`src/rtl/dct2d_sched_pkg.sv`:
```
// rtl/dct2d_sched_pkg.sv - shared constants, row type, state enum and bus helpers (DRAIN state under DCT2D_SCHED_ROWOUT_EN)
package dct2d_sched_pkg;

    localparam int N     = 8;
    localparam int DCT_W = 32;

    typedef logic signed [N-1:0][DCT_W-1:0] row_t;

    typedef enum logic [2:0] {
        S_IDLE = 3'd0,
        S_LOAD,
        S_ROW,
        S_COL
`ifdef DCT2D_SCHED_ROWOUT_EN
        ,
        S_DRAIN
`endif
    } state_t;

    // Element j of the flat bus lives at bits [j*DCT_W +: DCT_W], which is
    // exactly the packed layout of row_t, so these are pure reinterpretations.
    function automatic row_t unpack_row(input logic [N*DCT_W-1:0] flat);
        return row_t'(flat);
    endfunction

    function automatic logic [N*DCT_W-1:0] pack_row(input row_t r);
        return r;
    endfunction

endpackage

```
`src/rtl/dct2d_sched_if.sv`:
```
// rtl/dct2d_sched_if.sv - block in/out and 1-D core handshake bundle
interface dct2d_sched_if #(
    parameter int IN_W = dct2d_sched_pkg::DCT_W
) ();
    import dct2d_sched_pkg::*;

    logic              blk_in_valid;
    logic              blk_in_ready;
    logic [N*IN_W-1:0] blk_in_row;

    logic              core_in_valid;
    logic              core_in_ready;
    logic [N*IN_W-1:0] core_in;

    logic              core_out_valid;
    logic              core_out_ready;
    logic [N*IN_W-1:0] core_out;

    logic              blk_out_valid;
    logic              blk_out_ready;
    logic [N*IN_W-1:0] blk_out_row;
    logic              blk_out_last;

    // Scheduler side
    modport master (
        input  blk_in_valid, blk_in_row, core_in_ready, core_out_valid, core_out, blk_out_ready,
        output blk_in_ready, core_in_valid, core_in, core_out_ready, blk_out_valid, blk_out_row,
               blk_out_last
    );

    // Fetch stage, 1-D core and quantiser side
    modport slave (
        output blk_in_valid, blk_in_row, core_in_ready, core_out_valid, core_out, blk_out_ready,
        input  blk_in_ready, core_in_valid, core_in, core_out_ready, blk_out_valid, blk_out_row,
               blk_out_last
    );

endinterface

```
`src/rtl/dct2d_tbuf.sv`:
```
// rtl/dct2d_tbuf.sv - 8x8 word buffer with row write and row-or-column read
module dct2d_tbuf
    import dct2d_sched_pkg::*;
#(
    parameter int IN_W = DCT_W
) (
    input  logic              clk,
    input  logic              we,
    input  logic [2:0]        waddr,
    input  logic [N*IN_W-1:0] wdata,
    input  logic [2:0]        raddr,
    input  logic              rd_col,
    output logic [N*IN_W-1:0] rdata
);

    logic [N-1:0][N-1:0][IN_W-1:0] mem_q;
    logic [N-1:0][N-1:0][IN_W-1:0] mem_d;

    // Row write; contents are don't-care after reset, so no reset term
    always_comb begin
        mem_d = mem_q;
        if (we) begin
            mem_d[waddr] = wdata;
        end
    end

    // Storage register
    always_ff @(posedge clk) begin
        mem_q <= mem_d;
    end

    // Read row raddr, or column raddr when rd_col (element i = mem[i][raddr])
    always_comb begin
        rdata = '0;
        for (int i = 0; i < N; i++) begin
            rdata[i*IN_W +: IN_W] = rd_col ? mem_q[i][raddr] : mem_q[raddr][i];
        end
    end

endmodule

```
`src/rtl/dct2d_sched.sv`:
```
// rtl/dct2d_sched.sv - 2-D 8x8 DCT scheduler over a shared 1-D core (DCT2D_SCHED_ROWOUT_EN: buffered row-order output)
module dct2d_sched
    import dct2d_sched_pkg::*;
#(
    parameter int IN_W = DCT_W
) (
    input  logic          clk,
    input  logic          rst_n,
    dct2d_sched_if.master bus,
    output logic          busy
);

    state_t     state_q, state_d;
    logic [3:0] ld_cnt_q, ld_cnt_d;
    logic [3:0] iss_cnt_q, iss_cnt_d;
    logic [3:0] ret_cnt_q, ret_cnt_d;

    logic              a_we;
    logic [2:0]        a_waddr;
    logic [N*IN_W-1:0] a_wdata;
    logic [N*IN_W-1:0] a_rdata;

    // A holds the input block, then is overwritten in place by the row pass
    dct2d_tbuf #(.IN_W(IN_W)) u_abuf (
        .clk    (clk),
        .we     (a_we),
        .waddr  (a_waddr),
        .wdata  (a_wdata),
        .raddr  (iss_cnt_q[2:0]),
        .rd_col (state_q == S_COL),
        .rdata  (a_rdata)
    );

`ifdef DCT2D_SCHED_ROWOUT_EN
    logic [3:0]        out_cnt_q, out_cnt_d;
    logic              o_we;
    logic [N*IN_W-1:0] o_rdata;

    // Column result c is stored as row c; reading column k gives output row k
    dct2d_tbuf #(.IN_W(IN_W)) u_obuf (
        .clk    (clk),
        .we     (o_we),
        .waddr  (ret_cnt_q[2:0]),
        .wdata  (bus.core_out),
        .raddr  (out_cnt_q[2:0]),
        .rd_col (1'b1),
        .rdata  (o_rdata)
    );
`endif

    // Next state, counters, buffer writes and all handshake outputs
    always_comb begin
        state_d   = state_q;
        ld_cnt_d  = ld_cnt_q;
        iss_cnt_d = iss_cnt_q;
        ret_cnt_d = ret_cnt_q;
        a_we      = 1'b0;
        a_waddr   = ld_cnt_q[2:0];
        a_wdata   = bus.blk_in_row;

        bus.blk_in_ready   = 1'b0;
        bus.core_in_valid  = 1'b0;
        bus.core_in        = a_rdata;
        bus.core_out_ready = 1'b0;
        bus.blk_out_valid  = 1'b0;
        bus.blk_out_last   = 1'b0;
`ifdef DCT2D_SCHED_ROWOUT_EN
        out_cnt_d       = out_cnt_q;
        o_we            = 1'b0;
        bus.blk_out_row = o_rdata;
`else
        bus.blk_out_row = bus.core_out;
`endif

        case (state_q)
            S_IDLE, S_LOAD: begin
                bus.blk_in_ready = 1'b1;
                if (bus.blk_in_valid) begin
                    a_we     = 1'b1;
                    ld_cnt_d = ld_cnt_q + 4'd1;
                    state_d  = S_LOAD;
                    if (ld_cnt_q == 4'd7) begin
                        state_d   = S_ROW;
                        ld_cnt_d  = 4'd0;
                        iss_cnt_d = 4'd0;
                        ret_cnt_d = 4'd0;
                    end
                end
            end

            S_ROW: begin
                bus.core_in_valid  = (iss_cnt_q < 4'd8);
                bus.core_out_ready = 1'b1;
                if ((iss_cnt_q < 4'd8) && bus.core_in_ready) begin
                    iss_cnt_d = iss_cnt_q + 4'd1;
                end
                // Results return in order and row ret_cnt was issued earlier,
                // so overwriting it in place never clobbers an unread row.
                a_waddr = ret_cnt_q[2:0];
                a_wdata = bus.core_out;
                if (bus.core_out_valid) begin
                    a_we      = 1'b1;
                    ret_cnt_d = ret_cnt_q + 4'd1;
                    if (ret_cnt_q == 4'd7) begin
                        state_d   = S_COL;
                        iss_cnt_d = 4'd0;
                        ret_cnt_d = 4'd0;
                    end
                end
            end

            S_COL: begin
                bus.core_in_valid = (iss_cnt_q < 4'd8);
                if ((iss_cnt_q < 4'd8) && bus.core_in_ready) begin
                    iss_cnt_d = iss_cnt_q + 4'd1;
                end
`ifdef DCT2D_SCHED_ROWOUT_EN
                bus.core_out_ready = 1'b1;
                if (bus.core_out_valid) begin
                    o_we      = 1'b1;
                    ret_cnt_d = ret_cnt_q + 4'd1;
                    if (ret_cnt_q == 4'd7) begin
                        state_d   = S_DRAIN;
                        iss_cnt_d = 4'd0;
                        ret_cnt_d = 4'd0;
                        out_cnt_d = 4'd0;
                    end
                end
`else
                // Column results flow straight out; downstream stalls the core
                bus.core_out_ready = bus.blk_out_ready;
                bus.blk_out_valid  = bus.core_out_valid;
                bus.blk_out_last   = (ret_cnt_q == 4'd7);
                if (bus.core_out_valid && bus.blk_out_ready) begin
                    ret_cnt_d = ret_cnt_q + 4'd1;
                    if (ret_cnt_q == 4'd7) begin
                        state_d   = S_IDLE;
                        iss_cnt_d = 4'd0;
                        ret_cnt_d = 4'd0;
                    end
                end
`endif
            end

`ifdef DCT2D_SCHED_ROWOUT_EN
            S_DRAIN: begin
                bus.blk_out_valid = (out_cnt_q < 4'd8);
                bus.blk_out_last  = (out_cnt_q == 4'd7);
                if ((out_cnt_q < 4'd8) && bus.blk_out_ready) begin
                    out_cnt_d = out_cnt_q + 4'd1;
                    if (out_cnt_q == 4'd7) begin
                        state_d   = S_IDLE;
                        out_cnt_d = 4'd0;
                    end
                end
            end
`endif

            default: begin
                state_d = S_IDLE;
            end
        endcase
    end

    // State and counter registers; reset aborts any block in flight
    always_ff @(posedge clk or negedge rst_n) begin
        if (!rst_n) begin
            state_q   <= S_IDLE;
            ld_cnt_q  <= 4'd0;
            iss_cnt_q <= 4'd0;
            ret_cnt_q <= 4'd0;
`ifdef DCT2D_SCHED_ROWOUT_EN
            out_cnt_q <= 4'd0;
`endif
        end else begin
            state_q   <= state_d;
            ld_cnt_q  <= ld_cnt_d;
            iss_cnt_q <= iss_cnt_d;
            ret_cnt_q <= ret_cnt_d;
`ifdef DCT2D_SCHED_ROWOUT_EN
            out_cnt_q <= out_cnt_d;
`endif
        end
    end

    assign busy = (state_q != S_IDLE);

endmodule

```
`src/flat_wrapper.sv`:
```
// flat-port wrapper written by rule: the top's interface ports become plain ports
module dct2d_sched_flat import dct2d_sched_pkg::*;
#(
    parameter int IN_W = DCT_W
)
  (clk, rst_n, busy, bus_blk_in_valid, bus_blk_in_row, bus_core_in_ready, bus_core_out_valid, bus_core_out, bus_blk_out_ready, bus_blk_in_ready, bus_core_in_valid, bus_core_in, bus_core_out_ready, bus_blk_out_valid, bus_blk_out_row, bus_blk_out_last);
  dct2d_sched_if #(.IN_W(IN_W)) bus_i ();
  input  logic clk;
  input  logic rst_n;
  output logic busy;
  input wire logic [$bits(bus_i.blk_in_valid)-1:0] bus_blk_in_valid;
  input wire logic [$bits(bus_i.blk_in_row)-1:0] bus_blk_in_row;
  input wire logic [$bits(bus_i.core_in_ready)-1:0] bus_core_in_ready;
  input wire logic [$bits(bus_i.core_out_valid)-1:0] bus_core_out_valid;
  input wire logic [$bits(bus_i.core_out)-1:0] bus_core_out;
  input wire logic [$bits(bus_i.blk_out_ready)-1:0] bus_blk_out_ready;
  output wire logic [$bits(bus_i.blk_in_ready)-1:0] bus_blk_in_ready;
  output wire logic [$bits(bus_i.core_in_valid)-1:0] bus_core_in_valid;
  output wire logic [$bits(bus_i.core_in)-1:0] bus_core_in;
  output wire logic [$bits(bus_i.core_out_ready)-1:0] bus_core_out_ready;
  output wire logic [$bits(bus_i.blk_out_valid)-1:0] bus_blk_out_valid;
  output wire logic [$bits(bus_i.blk_out_row)-1:0] bus_blk_out_row;
  output wire logic [$bits(bus_i.blk_out_last)-1:0] bus_blk_out_last;
  assign bus_i.blk_in_valid = bus_blk_in_valid;
  assign bus_i.blk_in_row = bus_blk_in_row;
  assign bus_i.core_in_ready = bus_core_in_ready;
  assign bus_i.core_out_valid = bus_core_out_valid;
  assign bus_i.core_out = bus_core_out;
  assign bus_i.blk_out_ready = bus_blk_out_ready;
  assign bus_blk_in_ready = bus_i.blk_in_ready;
  assign bus_core_in_valid = bus_i.core_in_valid;
  assign bus_core_in = bus_i.core_in;
  assign bus_core_out_ready = bus_i.core_out_ready;
  assign bus_blk_out_valid = bus_i.blk_out_valid;
  assign bus_blk_out_row = bus_i.blk_out_row;
  assign bus_blk_out_last = bus_i.blk_out_last;
  dct2d_sched #(.IN_W(IN_W)) u_core (.clk(clk), .rst_n(rst_n), .bus(bus_i), .busy(busy));
endmodule
```
`config.mk`:
```
export PLATFORM = sky130hd
export DESIGN_NAME = dct2d_sched_flat
export DESIGN_NICKNAME = d
export VERILOG_FILES = /design/src/rtl/dct2d_sched_pkg.sv /design/src/rtl/dct2d_sched_if.sv /design/src/rtl/dct2d_tbuf.sv /design/src/rtl/dct2d_sched.sv /design/src/flat_wrapper.sv
export SDC_FILE = /design/constraint.sdc
export NUM_CORES = 2
export LEC_CHECK = 0
export BUFFER_PORTS_ARGS = -buffer_cell sky130_fd_sc_hd__buf_2
export CAP_MARGIN = 5
export CORE_MARGIN = 3
export CORE_UTILIZATION = 59
export CTS_CLUSTER_SIZE = 20
export DETAILED_ROUTE_END_ITERATION = 7
export PLACE_DENSITY = 0.82
export SYNTH_ARGS = -nofsm -noshare
export SYNTH_HDL_FRONTEND = slang
export SYNTH_HIERARCHICAL = 1
export SYNTH_SLANG_ARGS = --single-unit
```
`constraint.sdc`:
```
create_clock -name clk -period 21.7 [get_ports clk]
set_input_delay 1.085 -clock clk [delete_from_list [all_inputs] [get_ports clk]]
set_output_delay 1.085 -clock clk [all_outputs]
set_load 0.02 [all_outputs]
```
After elaboration in Yosys (flattened, before gate mapping) --
Cells that the tools add are included.
Word-level totals: ROM bits 0, output and inout bits 518, input port bits 518, RAM bits 0, register bits 2063, bits in latches 0, memories kept 0, word-level logic and storage cells 156
Cells by class: multiplexer cells 58, divide/modulo/power cells 0, $add $sub $neg 3, equal/unequal tests 11, bitwise gates (word level) 0, multiply operators 0, shifts and indexed selects 0, reductions and logical operators 12, magnitude comparators 4
Operator list (number):
- 2048-bit bitwise mux | 1
- 256-bit binary-select mux with 3-bit select | 1
- 32-bit binary-select mux with 3-bit select | 8
- 256-bit demux with 3-bit select | 1
- 256-bit two-way mux | 3
- 32-bit two-way mux | 16
- 4-bit two-way mux | 10
- 4-bit case mux with 3 select lines | 2
- 3-bit two-way mux | 6
- 4-bit by 1-bit adder with 4-bit output (second input constant) | 3
- 5-bit AND reduction | 2
- 3-bit case mux with 3 select lines | 1
- 4-bit by 3-bit equality test with 1-bit output (second input constant) | 2
- 3-bit by 4-bit less-than comparator with 1-bit output (second input constant) | 2
- 2-bit by 1-bit != test with 1-bit output (second input constant) | 4
- 3-bit by 2-bit equality test with 1-bit output (second input constant) | 2
- 1-bit two-way mux | 6
- 3-bit nonzero test | 2
- 4-bit less-than comparator (second input constant) | 1
- 2-bit != test (second input constant) | 2
- 1-bit case mux with 2 select lines | 2
- 2-bit OR reduction | 2
- 3-bit by 1-bit equality test with 1-bit output (second input constant) | 1
- 3-bit by 1-bit greater-or-equal comparator with 1-bit output (second input constant) | 1
- other kinds (5) | 7

Logic depth before layout (Yosys ltp) --
word-level depth 7, depth in mapped cells 11, mapped depth without buffers 7

Hierarchy --
Netlist, hierarchy kept.
By module, submodules not included:
- dct2d_tbuf | cells each 3938, area an instance 92177.2 sq um, seq. area each 61499.0 sq um, times used 1
- dct2d_sched | cells each 621, area an instance 5881.9 sq um, seq. area each 350.3 sq um, times used 1

Least setup slack after synthesis --
OpenSTA, ideal clock, no wires.
path kind register -> register, start point register u_core.state_q[1], end point register u_core/u_abuf/mem_q[0] (netlist name), enable pin, data required time 20512 ps, setup time 1188 ps, data arrival time 18734 ps, path slack 1778 ps, clock period less this slack 19922 ps, stages on the path, launching flop included 8, buffers on the path 2, cell sequence dfrtp_1 > inv_2 > nor2_4 > buf_6 > buf_6 > mux2_2 > nand2b_1 > nor3_1
Between the ends: longest elaborated chain between the ends 3, elaborated cells between the ends (all ways) 5, those cells by class 2 x eq/ne; 1 x mux; 2 x reduce/logical
Ends and longest elaborated chain:
- start, declared | RTL line dct2d_sched.sv:13 | state_t state_q, state_d;
- start signal, assigned | RTL line dct2d_sched.sv:176 | state_q <= state_d;
- 3-bit by 1-bit equality test with 1-bit output or 3-bit logical NOT (tied branches) | RTL line dct2d_sched.sv:75 | case (state_q)
- 2-bit OR reduction | RTL line dct2d_sched.sv:75
- 1-bit case mux with 2 select lines * | RTL line dct2d_sched.sv:75
- end signal, assigned | RTL line dct2d_tbuf.sv:29 | mem_q <= mem_d;
- end, declared | RTL line dct2d_tbuf.sv:16 | logic [N-1:0][N-1:0][IN_W-1:0] mem_q;
Mark *: on every way between the ends. The rest lies on a longest branch, timed or not. A chain may end at the register's enable or synchronous reset.

Worst setup path in the final report --
start point register u_core.iss_cnt_q[0], end point output bus_core_in[199]
Between the ends: longest elaborated chain between the ends 3, elaborated cells between the ends (all ways) 5, those cells by class 5 x mux
Ends and longest elaborated chain:
- start, declared | RTL line dct2d_sched.sv:15 | logic [3:0] iss_cnt_q, iss_cnt_d;
- start signal, assigned | RTL line dct2d_sched.sv:178 | iss_cnt_q <= iss_cnt_d;
- 256-bit binary-select mux with 3-bit select or 32-bit binary-select mux with 3-bit select (tied branches) | RTL line dct2d_tbuf.sv:36 | rdata[i*IN_W +: IN_W] = rd_col ? mem_q[i][raddr] : mem_q[raddr][i];
- 256-bit two-way mux or 32-bit two-way mux (tied branches)
- 32-bit two-way mux * | RTL line dct2d_tbuf.sv:36
- end, declared | RTL line flat_wrapper.sv:19 | output wire logic [$bits(bus_i.core_in)-1:0] bus_core_in;
Mark *: on every way between the ends. The rest lies on a longest branch, timed or not. The select of a mux whose other input is x is not followed.

==> impl_metrics.toml <==
[cts]
cts_tree = "yes"
cts_resized = 0
clk-insertion-delay-late_ns = 0.86
cts_hold_buffers = 0
cts_root_buf = "clkbuf_16"
clk_pin_slew_ns = 0.06
clock_path_buffers = 3
numCtsBuffers = 203
cts_max_level = 4
post_cts_buffers = 0
cts_num_sinks = 2062

[timing]
hold_viol = 0
skew_ns = 0.0435
setup_slack_ns = 13.71
timing.setup.tns_ns = 0
post-route-period-util_pct = 36.8
fmax_mhz = 125
final_max_slew_viol_count = 0
whs_ns = 0.118
setup_viol = 0
relSlewSlack_pct = 17.2
grt_setup_unrepaired = "false"
worstMarginPinSlew_ns = 1.24
post-route-min-period_ns = 7.99

[yosys]
synthFlopType = "edfxtp_1"
yosysSeqAreaShare_pct = 63.1
synth_fa_ha_area_share_pct = 0.0383
synth_compound_area_share_pct = 1.45
synth_xor_area_share_pct = 0.0357
synth.distinct_cells = 53
syn-cell-area_um2 = 98100
async_flop_share_pct = 0.679
yosysWarnings = 6
synth_top_family_by_area = "multiplexers"
ys_ff_latch = 2062
synth_cells = 4559
synth_edf_count = 2048
avgSynthCellArea_um2 = 21.5
yosys.area_share.simple_pct = 0.587
synthMuxAreaShare_pct = 30.9
syn-num-nets = 5080

[detailed_routing]
first_iter_violations = 9598
drc = 0
dr.pass1.iters = 7
via_per_inst = 7.36
vias = 56300
ant_nets = 0
wl_um = 301000
post_drt_wl_per_cell_um = 39.4

[grt]
grt_overflow = 0
grt_pass1_wl_um = 423000
grt_usage_pct = 35.3
grt_pass1_vias = 54800
grt_max_degree = 164
antenna_found_initial = 25

[pwr]
clkPwrFrac_pct = 20.1
power.internal_mw = 11.0
p_per_area_nw_per_um2 = 166
peakVddDrop_v = 0.000273
p_switching_mw = 7.25
p_total_mw = 18.2
seq_power_share_pct = 32.4
combPwrFrac_pct = 47.4
static-leakage-power_nw = 36.1
swShare_pct = 39.8

[critical_path]
critical_path.max_fanout = 134
end_kind = "output pin"
crit_arrival_ns = 6.90
reg2reg_depth = 8
startpoint_type = "flop"
critPathKind = "flop to output pin"
required_ns = 20.61

[floorplan]
rows = 148
io_pins = 1036
coreArea_um2 = 164000
die_area_um2 = 171000
initial_utilization_pct = 59.8
die_w_um = 414
die_h_um = 414

[layout]
fin_util_pct = 67.1
layout_commonest_cell = "edfxtp_1"
final_nets = 5809
drive_gt1_share_pct = 52.2
final_cell_mix = "edfxtp_1, mux4_2, buf_2"
area_growth_pct = 12.2

[placement]
io_buffers = 1035
place_ws_ns = 14.63
place.gp.congestion = 1.01
dp_hpwl_um = 201000

[min_path]
hp-class = "input pin to asynchronous set/reset pin"

[status]
status = "finished clean"

[job]
cap_violations = 0
## routing by layer
layer / vias up / wire length [um] / track usage, % / part of all wire [%]
met1: 29400 / 106000 / 50.6 / 35
met5: - / 123 / 0 / 0.041
met2: 5131 / 136000 / 51.0 / 45
met4: 18 / 11300 / 11.7 / 3.8
li1: 21200 / - / - / -
met3: 615 / 47600 / 13.1 / 16
## power groups by stage
stage	combinational [mW]	sequential, mW	clock [mW]
2_1_floorplan	5.60	6.08	0
3_3_place_gp	8.29	5.91	0
3_5_place_dp	8.43	5.95	0
4_1_cts	8.53	5.89	3.70
5_1_grt	8.94	5.95	3.85
6_report	8.65	5.91	3.67
## path summary, 6_finish.rpt
| kind | start | to | slack [ns] |
|---|---|---|---|
| min | rst_n | u_core/ret_cnt_q[1] | 0.12 |
| max reg2reg | u_core/state_q[1] | u_core/u_abuf/mem_q[22] | 16.60 |
| max | u_core/iss_cnt_q[0] | bus_core_in[199] | 13.71 |
| min reg2reg | u_core/ld_cnt_q[2] | u_core/ld_cnt_q[2] | 0.53 |
| min in group clk | u_core/ld_cnt_q[2] | u_core/ld_cnt_q[2] | 0.53 |
| max in group asynchronous | rst_n | u_core/iss_cnt_q[1] | 21.29 |
## cell families after synthesis
group | count (synthesis)
DFF | 2062
and+or+nand+nor | 127
muxes | 1543
buffers and inverters | 599
xor gates and xnor gates | 4
adders and majority gates | 3
AOI/OAI and AO/OA | 221
## synth_stat cells (2+ instances only)
cell | number | area share [%]
or2_2 | 2 | 0.013
mux2i_1 | 116 | 1.2
buf_2 | 137 | 0.70
nor2b_1 | 4 | 0.026
buf_1 | 20 | 0.077
inv_1 | 2 | 0.0077
xnor2_1 | 3 | 0.027
mux4_2 | 1165 | 27
and3_1 | 5 | 0.032
buf_6 | 39 | 0.45
dfrtp_1 | 14 | 0.36
nor3_1 | 7 | 0.036
nand2_1 | 51 | 0.20
inv_2 | 3 | 0.011
a21oi_1 | 48 | 0.24
o21ai_0 | 6 | 0.031
a211o_1 | 2 | 0.018
a211oi_1 | 4 | 0.031
a21o_1 | 3 | 0.023
o221ai_1 | 20 | 0.18
edfxtp_1 | 2048 | 63
mux2_1 | 34 | 0.39
ha_1 | 3 | 0.038
o311ai_1 | 2 | 0.018
o21ai_1 | 55 | 0.28
nor2_1 | 31 | 0.12
buf_4 | 286 | 2.2
o2bb2ai_1 | 4 | 0.036
clkbuf_1 | 111 | 0.42
a22oi_1 | 38 | 0.29
and2_1 | 3 | 0.019
mux2_2 | 228 | 2.6
nand3_1 | 11 | 0.056
a221o_1 | 4 | 0.041
nand2b_1 | 6 | 0.038
o22ai_1 | 21 | 0.13
a221oi_1 | 7 | 0.063
## cell type report
type / instances / area, um2
well taps: 2175 / 2720
repair buffers: 1117 / 5950
diodes: 11 / 27.5
flip-flops and latches: 2062 / 61900
fillers: 9954 / 53800
clock inverters: 146 / 1700
inverters: 6 / 31.3
clock buffers: 236 / 5250
multi-input cells: 1898 / 32500
## stage by stage
stage / instances / cell area [um2]
6_report: 7651 / 110000
3_3_place_gp: 7258 / 103000
3_5_place_dp: 7258 / 103000
2_1_floorplan: 4559 / 98100
4_1_cts: 7640 / 110000
5_1_grt: 7640 / 110000
## registers in the layout, summed over array words and instances, names as in the netlist
register             cells
u_core/iss_cnt_q         4
u_core/ld_cnt_q          4
u_core/ret_cnt_q         4
u_core/state_q           2
u_core/u_abuf/mem_q   2048
## worst max-delay path: stages, from the launching register on
cell,delay [ns]
dfrtp_4,0.93
buf_4,0.76
buf_12,0.82
buf_12,0.77
buf_4,0.94
mux4_2,0.66
mux4_2,0.60
buf_2,0.23
Power figures use the tool's default switching activity.
